<file path="src/rtl/ifu_fetch_ctrl_pkg.sv">
// rtl/ifu_fetch_ctrl_pkg.sv - shared constants and types for the instruction-fetch controller
//
// Purpose: widths, reset PC, credit depth, RISC-V opcodes used by the static
//          predictor, and the fetch FSM state encoding.
// Ports:   none (package).
package ifu_fetch_ctrl_pkg;

  localparam int          IFU_ADDR_W = 32;
  localparam logic [31:0] IFU_RST_PC = 32'h8000_0000;
  localparam int          IFU_DEPTH  = 2;

  localparam logic [6:0]  OPC_JAL    = 7'b1101111;
  localparam logic [6:0]  OPC_BRANCH = 7'b1100011;

  typedef enum logic [1:0] {
    BOOT   = 2'd0,
    RUN    = 2'd1,
    HALTED = 2'd2
  } ifu_state_e;

endpackage

</file>
<file path="src/rtl/ifu_fetch_ctrl_if.sv">
// rtl/ifu_fetch_ctrl_if.sv - fetch-side bundle: memory request/response and decoder channels
//
// Purpose: groups the instruction-memory valid/ready channel and the decoder
//          output channel driven by ifu_fetch_ctrl.
// Signals: ifu_req_vld/rdy/addr   request to instruction memory
//          ifu_rsp_vld/instr/rdy  in-order response from instruction memory
//          ifu_o_vld/rdy/instr/pc/prdt_taken  instruction to decoder
// Modports: master = fetch controller side, slave = memory/decoder side.
interface ifu_fetch_ctrl_if
  import ifu_fetch_ctrl_pkg::*;
#(
  parameter int ADDR_W = IFU_ADDR_W
);
  logic              ifu_req_vld;
  logic              ifu_req_rdy;
  logic [ADDR_W-1:0] ifu_req_addr;
  logic              ifu_rsp_vld;
  logic [31:0]       ifu_rsp_instr;
  logic              ifu_rsp_rdy;
  logic              ifu_o_vld;
  logic              ifu_o_rdy;
  logic [31:0]       ifu_o_instr;
  logic [ADDR_W-1:0] ifu_o_pc;
  logic              ifu_o_prdt_taken;

  modport master (
    output ifu_req_vld, ifu_req_addr, ifu_rsp_rdy,
           ifu_o_vld, ifu_o_instr, ifu_o_pc, ifu_o_prdt_taken,
    input  ifu_req_rdy, ifu_rsp_vld, ifu_rsp_instr, ifu_o_rdy
  );

  modport slave (
    input  ifu_req_vld, ifu_req_addr, ifu_rsp_rdy,
           ifu_o_vld, ifu_o_instr, ifu_o_pc, ifu_o_prdt_taken,
    output ifu_req_rdy, ifu_rsp_vld, ifu_rsp_instr, ifu_o_rdy
  );
endinterface

</file>
<file path="src/rtl/ifu_fifo2.sv">
// rtl/ifu_fifo2.sv - 2-entry first-word-fall-through FIFO with synchronous clear
//
// Purpose: buffers fetched {pc, instr, prdt_taken} entries for the decoder.
// Ports:   clk, rst        clock, asynchronous active-high reset
//          clr_i           synchronous clear, wins over a same-cycle push/pop
//          push_i/push_data_i  write side (ignored when full)
//          pop_i           read side (ignored when empty)
//          data_o          head entry, valid whenever empty_o=0
//          empty_o/full_o/cnt_o  occupancy
module ifu_fifo2 #(
  parameter int W = 8
) (
  input  logic         clk,
  input  logic         rst,
  input  logic         clr_i,
  input  logic         push_i,
  input  logic [W-1:0] push_data_i,
  input  logic         pop_i,
  output logic [W-1:0] data_o,
  output logic         empty_o,
  output logic         full_o,
  output logic [1:0]   cnt_o
);
  logic [W-1:0] mem0_q, mem1_q;
  logic         rd_ptr_q, wr_ptr_q;
  logic [1:0]   cnt_q;
  logic         do_push, do_pop;

  assign do_push = push_i & (cnt_q != 2'd2);
  assign do_pop  = pop_i  & (cnt_q != 2'd0);

  always_ff @(posedge clk or posedge rst) begin
    if (rst) begin
      mem0_q   <= '0;
      mem1_q   <= '0;
      rd_ptr_q <= 1'b0;
      wr_ptr_q <= 1'b0;
      cnt_q    <= 2'd0;
    end else if (clr_i) begin
      rd_ptr_q <= 1'b0;
      wr_ptr_q <= 1'b0;
      cnt_q    <= 2'd0;
    end else begin
      if (do_push) begin
        if (wr_ptr_q) mem1_q <= push_data_i;
        else          mem0_q <= push_data_i;
        wr_ptr_q <= ~wr_ptr_q;
      end
      if (do_pop) rd_ptr_q <= ~rd_ptr_q;
      cnt_q <= cnt_q + {1'b0, do_push} - {1'b0, do_pop};
    end
  end

  assign data_o  = rd_ptr_q ? mem1_q : mem0_q;
  assign empty_o = (cnt_q == 2'd0);
  assign full_o  = (cnt_q == 2'd2);
  assign cnt_o   = cnt_q;

endmodule

</file>
<file path="src/rtl/ifu_fetch_ctrl.sv">
// rtl/ifu_fetch_ctrl.sv - instruction-fetch controller: PC, request credits, kill tracking, decode FIFO
//
// Purpose: owns the fetch PC, issues in-order requests to instruction memory,
//          drops responses killed by flush or prediction, and buffers results
//          for the decoder. Optional static BTFN prediction is compiled in
//          with `define MYRISCV_IFU_BPU_EN.
// Ports:   clk, rst                 clock, asynchronous active-high reset
//          flush_req, flush_addr    redirect request and target
//          halt_req, halt_ack       debug halt handshake
//          bus (master)             memory request/response + decoder output
module ifu_fetch_ctrl
  import ifu_fetch_ctrl_pkg::*;
#(
  parameter int                ADDR_W = IFU_ADDR_W,
  parameter logic [ADDR_W-1:0] RST_PC = ADDR_W'(IFU_RST_PC),
  parameter int                DEPTH  = IFU_DEPTH
) (
  input  logic              clk,
  input  logic              rst,
  input  logic              flush_req,
  input  logic [ADDR_W-1:0] flush_addr,
  input  logic              halt_req,
  output logic              halt_ack,
  ifu_fetch_ctrl_if.master  bus
);
  localparam int FW = ADDR_W + 33;

  ifu_state_e        state_q, state_d;
  logic [ADDR_W-1:0] pc_q, pc_d;
  logic [1:0]        out_cnt_q, out_cnt_d;
  logic [1:0]        kill_cnt_q, kill_cnt_d;
  // PCs of in-flight requests, oldest in pcq0 (includes killed ones).
  logic [ADDR_W-1:0] pcq0_q, pcq0_d, pcq1_q, pcq1_d;

  logic              req_vld, req_fire, rsp_vld, rsp_kill, rsp_keep;
  logic [1:0]        cnt_after_rsp;
  logic              pred_taken;
  logic [ADDR_W-1:0] pred_tgt;

  logic              fifo_push, fifo_pop, fifo_empty, fifo_full;
  logic [1:0]        fifo_cnt;
  logic [FW-1:0]     fifo_wdata, fifo_rdata;

  assign rsp_vld  = bus.ifu_rsp_vld;
  assign rsp_kill = rsp_vld & (kill_cnt_q != 2'd0);
  assign rsp_keep = rsp_vld & (kill_cnt_q == 2'd0);

  assign req_vld  = (state_q == RUN) & ~halt_req & ~flush_req &
                    (({1'b0, out_cnt_q} + {1'b0, fifo_cnt}) < 3'(DEPTH));
  assign req_fire = req_vld & bus.ifu_req_rdy;

`ifdef MYRISCV_IFU_BPU_EN
  logic              is_jal, is_br;
  logic [20:0]       jal_imm;
  logic [12:0]       br_imm;
  logic [ADDR_W-1:0] jal_off, br_off;

  assign is_jal  = (bus.ifu_rsp_instr[6:0] == OPC_JAL);
  assign is_br   = (bus.ifu_rsp_instr[6:0] == OPC_BRANCH);
  assign jal_imm = {bus.ifu_rsp_instr[31], bus.ifu_rsp_instr[19:12],
                    bus.ifu_rsp_instr[20], bus.ifu_rsp_instr[30:21], 1'b0};
  assign br_imm  = {bus.ifu_rsp_instr[31], bus.ifu_rsp_instr[7],
                    bus.ifu_rsp_instr[30:25], bus.ifu_rsp_instr[11:8], 1'b0};
  assign jal_off = {{(ADDR_W-21){jal_imm[20]}}, jal_imm};
  assign br_off  = {{(ADDR_W-13){br_imm[12]}}, br_imm};

  // Backward-taken: JAL always, branches only with a negative offset.
  assign pred_taken = rsp_keep & ~flush_req & (is_jal | (is_br & bus.ifu_rsp_instr[31]));
  assign pred_tgt   = pcq0_q + (is_jal ? jal_off : br_off);
`else
  assign pred_taken = 1'b0;
  assign pred_tgt   = '0;
`endif

  assign cnt_after_rsp = out_cnt_q - {1'b0, rsp_vld};

  always_comb begin
    pc_d       = pc_q;
    kill_cnt_d = kill_cnt_q;
    out_cnt_d  = out_cnt_q + {1'b0, req_fire} - {1'b0, rsp_vld};
    pcq0_d     = pcq0_q;
    pcq1_d     = pcq1_q;

    if (rsp_vld) pcq0_d = pcq1_q;
    if (req_fire) begin
      if (cnt_after_rsp == 2'd0) pcq0_d = pc_q;
      else                       pcq1_d = pc_q;
    end

    if (flush_req) begin
      // Every request still outstanding after this cycle's response is stale.
      pc_d       = flush_addr;
      kill_cnt_d = cnt_after_rsp;
    end else if (pred_taken) begin
      // Same rule as flush, but a request accepted this cycle is also younger.
      pc_d       = pred_tgt;
      kill_cnt_d = cnt_after_rsp + {1'b0, req_fire};
    end else begin
      if (req_fire) pc_d = pc_q + ADDR_W'(4);
      if (rsp_kill) kill_cnt_d = kill_cnt_q - 2'd1;
    end
  end

  always_comb begin
    state_d  = state_q;
    halt_ack = 1'b0;
    case (state_q)
      BOOT:   state_d = RUN;
      // Uses the post-response count so halt_ack follows the last response by one cycle.
      RUN:    if (halt_req && (out_cnt_d == 2'd0)) state_d = HALTED;
      HALTED: begin
        halt_ack = 1'b1;
        if (!halt_req) state_d = RUN;
      end
      default: state_d = BOOT;
    endcase
  end

  always_ff @(posedge clk or posedge rst) begin
    if (rst) begin
      state_q    <= BOOT;
      pc_q       <= RST_PC;
      out_cnt_q  <= 2'd0;
      kill_cnt_q <= 2'd0;
      pcq0_q     <= '0;
      pcq1_q     <= '0;
    end else begin
      state_q    <= state_d;
      pc_q       <= pc_d;
      out_cnt_q  <= out_cnt_d;
      kill_cnt_q <= kill_cnt_d;
      pcq0_q     <= pcq0_d;
      pcq1_q     <= pcq1_d;
    end
  end

  assign fifo_push  = rsp_keep & ~flush_req;
  assign fifo_pop   = bus.ifu_o_vld & bus.ifu_o_rdy;
  assign fifo_wdata = {pcq0_q, bus.ifu_rsp_instr, pred_taken};

  ifu_fifo2 #(.W(FW)) u_fifo (
    .clk         (clk),
    .rst         (rst),
    .clr_i       (flush_req),
    .push_i      (fifo_push),
    .push_data_i (fifo_wdata),
    .pop_i       (fifo_pop),
    .data_o      (fifo_rdata),
    .empty_o     (fifo_empty),
    .full_o      (fifo_full),
    .cnt_o       (fifo_cnt)
  );

  assign bus.ifu_req_vld  = req_vld;
  assign bus.ifu_req_addr = pc_q;
  assign bus.ifu_rsp_rdy  = 1'b1;
  assign bus.ifu_o_vld    = ~fifo_empty & ~halt_req;
  assign bus.ifu_o_pc     = fifo_rdata[FW-1:33];
  assign bus.ifu_o_instr  = fifo_rdata[32:1];

`ifdef MYRISCV_IFU_BPU_EN
  assign bus.ifu_o_prdt_taken = fifo_rdata[0] & ~fifo_empty;
`else
  logic unused_prdt;
  assign unused_prdt          = fifo_rdata[0];
  assign bus.ifu_o_prdt_taken = 1'b0;
`endif

  a_no_rsp_when_full: assert property (@(posedge clk) disable iff (rst)
    !(bus.ifu_rsp_vld && fifo_full));
  a_no_rsp_when_idle: assert property (@(posedge clk) disable iff (rst)
    !(bus.ifu_rsp_vld && (out_cnt_q == 2'd0)));

endmodule

</file>
<file path="src/flat_wrapper.sv">
// flat-port wrapper written by rule: the top's interface ports become plain ports
module ifu_fetch_ctrl_flat import ifu_fetch_ctrl_pkg::*;
#(
  parameter int                ADDR_W = IFU_ADDR_W,
  parameter logic [ADDR_W-1:0] RST_PC = ADDR_W'(IFU_RST_PC),
  parameter int                DEPTH  = IFU_DEPTH
)
  (clk, rst, flush_req, flush_addr, halt_req, halt_ack, bus_ifu_req_vld, bus_ifu_req_addr, bus_ifu_rsp_rdy, bus_ifu_o_vld, bus_ifu_o_instr, bus_ifu_o_pc, bus_ifu_o_prdt_taken, bus_ifu_req_rdy, bus_ifu_rsp_vld, bus_ifu_rsp_instr, bus_ifu_o_rdy);
  ifu_fetch_ctrl_if #(.ADDR_W(ADDR_W)) bus_i ();
  input  logic clk;
  input  logic rst;
  input  logic flush_req;
  input  logic [ADDR_W-1:0] flush_addr;
  input  logic halt_req;
  output logic halt_ack;
  output wire logic [$bits(bus_i.ifu_req_vld)-1:0] bus_ifu_req_vld;
  output wire logic [$bits(bus_i.ifu_req_addr)-1:0] bus_ifu_req_addr;
  output wire logic [$bits(bus_i.ifu_rsp_rdy)-1:0] bus_ifu_rsp_rdy;
  output wire logic [$bits(bus_i.ifu_o_vld)-1:0] bus_ifu_o_vld;
  output wire logic [$bits(bus_i.ifu_o_instr)-1:0] bus_ifu_o_instr;
  output wire logic [$bits(bus_i.ifu_o_pc)-1:0] bus_ifu_o_pc;
  output wire logic [$bits(bus_i.ifu_o_prdt_taken)-1:0] bus_ifu_o_prdt_taken;
  input wire logic [$bits(bus_i.ifu_req_rdy)-1:0] bus_ifu_req_rdy;
  input wire logic [$bits(bus_i.ifu_rsp_vld)-1:0] bus_ifu_rsp_vld;
  input wire logic [$bits(bus_i.ifu_rsp_instr)-1:0] bus_ifu_rsp_instr;
  input wire logic [$bits(bus_i.ifu_o_rdy)-1:0] bus_ifu_o_rdy;
  assign bus_ifu_req_vld = bus_i.ifu_req_vld;
  assign bus_ifu_req_addr = bus_i.ifu_req_addr;
  assign bus_ifu_rsp_rdy = bus_i.ifu_rsp_rdy;
  assign bus_ifu_o_vld = bus_i.ifu_o_vld;
  assign bus_ifu_o_instr = bus_i.ifu_o_instr;
  assign bus_ifu_o_pc = bus_i.ifu_o_pc;
  assign bus_ifu_o_prdt_taken = bus_i.ifu_o_prdt_taken;
  assign bus_i.ifu_req_rdy = bus_ifu_req_rdy;
  assign bus_i.ifu_rsp_vld = bus_ifu_rsp_vld;
  assign bus_i.ifu_rsp_instr = bus_ifu_rsp_instr;
  assign bus_i.ifu_o_rdy = bus_ifu_o_rdy;
  ifu_fetch_ctrl #(.ADDR_W(ADDR_W), .RST_PC(RST_PC), .DEPTH(DEPTH)) u_core (.clk(clk), .rst(rst), .flush_req(flush_req), .flush_addr(flush_addr), .halt_req(halt_req), .halt_ack(halt_ack), .bus(bus_i));
endmodule
</file>
<file path="config.mk">
export PLATFORM = sky130hd
export DESIGN_NAME = ifu_fetch_ctrl_flat
export DESIGN_NICKNAME = d
export VERILOG_FILES = /design/src/rtl/ifu_fetch_ctrl_pkg.sv /design/src/rtl/ifu_fetch_ctrl_if.sv /design/src/rtl/ifu_fifo2.sv /design/src/rtl/ifu_fetch_ctrl.sv /design/src/flat_wrapper.sv
export SDC_FILE = /design/constraint.sdc
export NUM_CORES = 1
export LEC_CHECK = 0
export CAP_MARGIN = 10
export CORE_ASPECT_RATIO = 0.6
export CORE_UTILIZATION = 54
export DETAILED_ROUTE_END_ITERATION = 12
export PLACE_DENSITY_LB_ADDON = 0.2
export SLEW_MARGIN = 15
export SYNTH_ARGS = -nofsm -noshare
export SYNTH_HDL_FRONTEND = slang
export SYNTH_SLANG_ARGS = --single-unit
</file>
<file path="constraint.sdc">
create_clock -name clk -period 9.2 [get_ports clk]
set_input_delay 1.84 -clock clk [delete_from_list [all_inputs] [get_ports clk]]
set_output_delay 1.84 -clock clk [all_outputs]
set_load 0.01 [all_outputs]
</file>
# Yosys cells after proc, flatten, opt, wreduce, memory -nomap -nowiden
# Index checks and enable logic that the tools add are counted.
# totals
wordCells	75
reg_bits	234
output_inout_bits	101
# op_classes
magnitude_cmp	1
n_bitwise	17
addsub	8
eq_ne	5
mux	17
reduce_logical	16
# op_table
operator	count
2-to-1 mux 32 bit	5
2-to-1 mux 65 bit	1
adder 32 x 3 -> 32 bit (second input constant)	1
nonzero test 2 bit	6
AND 1 bit	11
zero test 2 bit	5
2-to-1 mux 2 bit	5
inequality test 2 bit (second input constant)	3
NOT 1 bit	6
one-hot mux 2 bit (3 select lines)	1
AND reduction 3 bit	2
subtractor 2 x 1 -> 2 bit	3
2-to-1 mux 1 bit	5
adder 2 x 1 -> 2 bit	2
AND reduction 2 bit	2
adder 2 x 2 -> 3 bit	1
< comparator 3 x 2 -> 1 bit (second input constant)	1
== test 2 x 1 -> 1 bit (second input constant)	1
== test 2 bit (second input constant)	1
subtractor 2 x 1 -> 2 bit (second input constant)	1
logical AND 1 bit	1

# Logic depth before layout (Yosys ltp)
# logic_depth
word_depth	11
depth_mapped	12

# Hierarchy
# A second synthesis with hierarchy kept.
# hier_totals
hier_cells	849
area_unflattened_um2	11228.3
# by_module_without_submodules
mod	seq_area_each_um2	area_each_um2	n_inst	cells_each
ifu_fifo2	3353.2	6293.5	1	371
ifu_fetch_ctrl	2553.7	4934.7	1	478

# Worst setup path before layout
# OpenSTA, ideal clock, no wires.
# synth_timing
path_type	input port to output port
start	input flush_req
end	output bus_ifu_req_vld
slack_ns	5.021
path_buffers	0
t_required_ns	7.360
cell_stages	2
arrival_ns	2.339
cell_sequence	nor4_4 -> and2_1
# synth_between
elab_chain_len	3
# synth_lines
item	line	text
start: declaration	flat_wrapper.sv:12	input logic flush_req;
NOT 1 bit (no source line)	n/a	
AND 1 bit (2 in series)	ifu_fetch_ctrl.sv:48	assign req_vld = (state_q == RUN) & ~halt_req & ~flush_req &
end: declaration	flat_wrapper.sv:16	output wire logic [$bits(bus_i.ifu_req_vld)-1:0] bus_ifu_req_vld;
# Every way passes these cells.

# Worst setup path in the final report
# Ends and elaborated chain as after synthesis.

==> results.md <==
* Design area at 0.01327 mm²
* Max FO, Critical Path at 53
* Syn Inst Count at 841
* Clock insertion delay at the later pin of the skew report at 0.50 ns
* Global route overflow at 0
* Pins over their slew limit at 0
* Initial antenna violation count at 0
* Most used DFF post-synth: dfrtp_1
* Distinct cells, synth at 57
* Rows at 39
* Final estimated routing congestion in global placement at roughly 0.85
* DR pass1 iterations at 5
* Die X at 184.5 µm
* Initial drt markers at about 500
* Mapped Avg Cell Area at roughly 13 µm²
* Gate power share at 32.3%
* Total power at about 0.0038 W
* Final Hold Viols at 0
* Share of the synthesized area in the top cell type at 54.05%
* Setup WS pre-CTS at just under 4 ns
* Register area share after synthesis at 54.30%
* Slew @ Worst Pin at about 1.1 ns
* Worst-path clk slew at approximately 0.06 ns
* Critical Path Source Type: input port
* Clock skew at roughly 0.0067 ns
* Int Power at between 0.002 and 0.003 W
* CP endpoint kind: output port
* Post-CTS Resized at 0
* Period Utilization, post-route at a little under three fifths
* DP Wirelength at about 15000 µm
* Core Region at ~0.019 mm²
* Number of port buffers at around 170
* Io pins at approximately 170
* Drt total wl at roughly 23000 µm
* Number of clock sinks at 234
* Pwr per Cell Area at between 200 and 300 mW/mm²
* Clock power share at between 20% and 30%
* Antenna-violating nets left at 0
* Setup TNS at 0 ns
* Status: finished, final reports clean
* Critical path arrival at roughly 3.4 ns
* Clk Tree Root Cell: clkbuf_16
* Post-DP Area at ~0.013 mm²
* Slew HR at 28.41%
* Flops & latches, synth at ~230
* Fmax at around 190 MHz
* TritonCTS buffer count at 22
* Die Area at between 0.02 and 0.025 mm²
* H-Tree Depth at 1
* Layout cells sized above 1 at between 20% and 30%
* Syn nets at approximately 900
* Final #Nets at roughly 1100
* Via count at 7081
* Max-cap viol count at 0
* WHS at 0.4840 ns
* Switch Pwr at roughly 0.0011 W
* Top-count cell post-synth: dfrtp_1
* CP Class: input port to output port
* Synth top area cells: dfrtp_1 (54%), mux2_2 (22%), mux2i_1 (3.2%)
* EDFF count, synth at 0
* WL/cell at 18.40 µm
* Synth cell count leaders: dfrtp_1 (233), mux2_2 (212), nor2_1 (56), nand2_1 (45), a21oi_1 (38)
* Vias in the first global route at between 7000 and 8000
* Largest area contributor in the netlist: dfrtp_1
* # setup viols final at 0
* Register share of total power at between 40% and 50%
* Synth warn at 0
* Layout area overhead at 23.02%
* Clock buffer depth at 3
* Cts hold-fix bufs at 0
* Worst vdd ir at 0.1731 mV
* Post-Syn Area at 0.01079 mm²
* Final min period at 5.283 ns
* Switching share of total power at about 29%
* Postcts setup bufs at 0
* Leak at 5.998 nW
* RSZ-0062 raised after global routing: false
* Total GRT Usage at 23.77%
* Vias/cell at between 5 and 6
* FFs w/ async S/R, synth at 100.0%
* Worst hold path type: flip-flop to flip-flop
* Starting Density at a little under three fifths
* Die Y-Extent at ~110 µm
* Residual DRC count at 0
* First-pass GRT wire length at a little under 40000 µm
* Worst endpoint required time at between 7 and 8 ns
* Worst setup margin at ~3.9 ns
* CTS tree: yes
* Largest net degree at the start of global routing at 120
-- registers in the layout (all words and copies together), names as in the netlist --
| name | flops |
|---|---|
| u_core.u_fifo.mem0_q | 64 |
| u_core.u_fifo.mem1_q | 64 |
| u_core.bus.ifu_req_addr | 32 |
| u_core.pcq0_q | 32 |
| u_core.pcq1_q | 32 |
| u_core.kill_cnt_q | 2 |
| u_core.out_cnt_q | 2 |
| u_core.state_q | 2 |
| u_core.u_fifo.cnt_o | 2 |
| u_core.u_fifo.rd_ptr_q | 1 |
| u_core.u_fifo.wr_ptr_q | 1 |
-- worst max-delay path, stage by stage --
cell	delay (ns)
buf_2	0.41
nor4_4	0.45
and2_1	0.19
clkdlybuf4s50_1	0.53
-- power by group through the flow --
stage          sequential [W]  clock (W)  combinational [W]
2_1_floorplan         0.00161          0           0.000774
3_3_place_gp          0.00168          0            0.00120
3_5_place_dp          0.00170          0            0.00123
4_1_cts               0.00168   0.000899            0.00123
5_1_grt               0.00174   0.000938            0.00132
6_report              0.00168   0.000880            0.00122
-- final cells by class --
class | count | area (µm²)
multi-input combinational | 542 | 4598
timing repair buffer | 175 | 1727
inverter | 14 | 60.06
sequential | 234 | 5861
tap | 266 | 332.8
clock inverter | 5 | 56.30
fill | 1419 | 6005
antenna | 1 | 2.502
clock buffer | 33 | 633.1
-- per-stage QoR --
stage	utilization [%]	instances
detailed placement	65.26	1231
finish	68.85	1270
floorplan	-	841
global route	68.83	1269
CTS	68.83	1269
global placement	65.26	1231
-- path summary, 6_finish.rpt --
check	to	startpoint	depth (start not counted)	slack, ns
hold / removal	u_core.pcq1_q[20]$_DFFE_PP0P_	u_core.pcq1_q[20]$_DFFE_PP0P_	2	0.48
hold reg to reg	u_core.pcq1_q[20]$_DFFE_PP0P_	u_core.pcq1_q[20]$_DFFE_PP0P_	2	0.48
max in group asynchronous	u_core.bus.ifu_req_addr[3]$_DFFE_PP0N_	rst	3	6.03
setup reg to reg	u_core.pcq1_q[19]$_DFFE_PP0P_	u_core.u_fifo.cnt_o[0]$_DFF_PP0_	7	5.58
setup / recovery	bus_ifu_req_vld	flush_req	4	3.92
min in group asynchronous	u_core.u_fifo.mem1_q[19]$_DFFE_PP0P_	rst	2	1.91
-- metal layers --
metal / part of all wire (%) / vias to the layer above / track usage, %
met5: 0 / - / 0
met4: 1.5 / 0 / 4.278
met3: 4.7 / 26 / 3.827
met2: 43 / 175 / 35.67
met1: 51 / 3551 / 36.68
li1: - / 3329 / -
-- logic make-up after synthesis --
logic type | share of synthesized area (%)
simple gates | 8.247
flops | 54.30
other cells | 0.06962
fa+ha+maj | 0.8816
mux | 26.49
buf+inv | 3.225
xor+xnor | 0.4872
compound gates | 6.299
-- cells in the final DEF (no fill, tap or decap), types with 7 or more instances in the layout --
cell type	netlist	routed
clkbuf_1	24	8
nor2b_1	7	7
nand4_1	8	8
clkbuf_16	0	23
nand3_1	10	10
nor2_1	56	56
mux2i_1	35	35
inv_1	13	12
o21ai_0	27	27
mux2_4	8	8
mux2_2	212	212
o311ai_1	7	7
a21oi_1	38	38
clkdlybuf4s50_1	0	167
and2_1	7	7
nand2_1	45	44
dfrtp_1	233	232
(Power assumes the default switching activity.)
==> RTL edit: new RTL, config.mk and constraints unchanged <==
Change the package constant `IFU_ADDR_W` from 32 to 28.
--- a/src/rtl/ifu_fetch_ctrl_pkg.sv
+++ b/src/rtl/ifu_fetch_ctrl_pkg.sv
@@ -6,5 +6,5 @@
 package ifu_fetch_ctrl_pkg;
 
-  localparam int          IFU_ADDR_W = 32;
+  localparam int          IFU_ADDR_W = 28;
   localparam logic [31:0] IFU_RST_PC = 32'h8000_0000;
   localparam int          IFU_DEPTH  = 2;
Interface: changed (resized bus_ifu_o_pc, bus_ifu_req_addr and flush_addr); port bits go from 172 to 160. The function was not compared with the original's and may differ.
==> RTL edit against the original RTL <==
Synthesized area decreased by 10%; total power decreased by 7.6%; sequential cell count decreased by 20; design area decreased by 9.0%; global-route usage increased by 0.66 points; synthesized cell count decreased by 11%; non-clock buffer count decreased by 12; routed wire length decreased by 5.8%; setup slack improved by 0.029 ns; maximum frequency increased by 0.55%; critical path type unchanged.
==> RTL edit: results (changes against the original RTL) <==
| Metric | Value |
|---|---|
| Min setup slack post-route | `3.95 ns (was 3.92 ns)` |
| Unique masters post-synth | `46 (was 57)` |
| Vias in the first global route | `6819 (was 7141)` |
| WL met1 | `9920 um (was 11800 um)` |
| Largest regs | `u_core.u_fifo.mem0_q (60), u_core.u_fifo.mem1_q (60) (was u_core.u_fifo.mem0_q (64), u_core.u_fifo.mem1_q (64))` |
| # fillers | `1258 (was 1419)` |
| Max VDD drop | `173 uV (about the same)` |
| Clk_skew | `0.00977 ns (was 0.00672 ns)` |
| Worst Tran Pin Value | `1.05 ns (was 1.07 ns)` |
| Met1 GRT Util | `34.4% (was 36.7%)` |
| Die Width | `175 um (was 184 um)` |
| First-pass GRT wire length | `35800 um (was 38800 um)` |
| Hold Crit Endpoint | `u_core.pcq1_q[8]$_DFFE_PP0P_ (was u_core.pcq1_q[20]$_DFFE_PP0P_)` |
| CTS Buf Count | `21 (was 22)` |
| Register area share after synthesis | `55.3% (was 54.3%)` |
| Adder-cell share of the synthesized area | `0.982% (was 0.882%)` |
| R2R setup slack | `5.96 ns (was 5.58 ns)` |
| Met2 usage | `38.9% (was 35.7%)` |
| Status | `completed (unchanged)` |
| Layout cells sized above 1 | `28.8% (was 27.8%)` |
| Xor/xnor share of the synthesized area | `0.905% (was 0.487%)` |
| Final WL | `22000 um (was 23400 um)` |
| Footprint of the multi-input gates | `4090 um^2 (was 4600 um^2)` |
| Initial detailed-routing violation count | `378 (was 498)` |
| Worst hold slack | `0.488 ns (was 0.484 ns)` |
| Global Route Usage Sum | `24.4% (was 23.8%)` |
| Post-route insts no fill | `1136 (was 1270)` |
| Gp weighted congestion | `0.851 (was 0.850)` |
| Port bufs | `157 (was 169)` |
| Fraction of the mapped netlist area in compound gates | `5.13% (was 6.30%)` |
| Met3 WL | `1330 um (was 1110 um)` |
| CP Max Fanout | `5 (was 53)` |
| Reg2Reg Depth | `8 (was 7)` |
| Area contributors post-synth | `dfrtp_1 55%, mux2_2 24%, mux2i_1 3.1%, nor2_1 1.8%, a21oi_1 1.7% (was dfrtp_1 54%, mux2_2 22%, mux2i_1 3.2%, nor2_1 1.9%, a21oi_1 1.8%)` |
| GR Util met3 | `4.76% (was 3.83%)` |
RTL edit: cell count changes in the layout (fill, tap and decap cells not counted), moves of 6 or more:
cell | before | now
mux2_4 | 8 | 0
dfrtp_1 | 232 | 213
a21oi_1 | 38 | 32
o311ai_1 | 7 | 0
nor2_1 | 56 | 46
clkdlybuf4s50_1 | 167 | 155
RTL edit: tightest hold or removal path: stages (launching register included):
cell	delay (ns)
dfrtp_1	0.35
nand2_1	0.05
o21ai_0	0.06
RTL edit: cell type report:
type / count / share of cell area [%]
well taps: 234 / 2.42
multi-input cells: 480 / 33.9
clock buffers: 31 / 5.08
repair buffers: 163 / 13.5
flip-flops and latches: 214 / 44.4
inverters: 9 / 0.342
clock inverters: 5 / 0.466
RTL edit: where the power goes:
group | total [mW] | internal (mW) | leakage (nW) | switching [mW]
logic | 1.14 | 0.703 | 2.35 | 0.433
registers | 1.52 | 1.29 | 2.73 | 0.226
clock network | 0.837 | 0.490 | 0.333 | 0.347
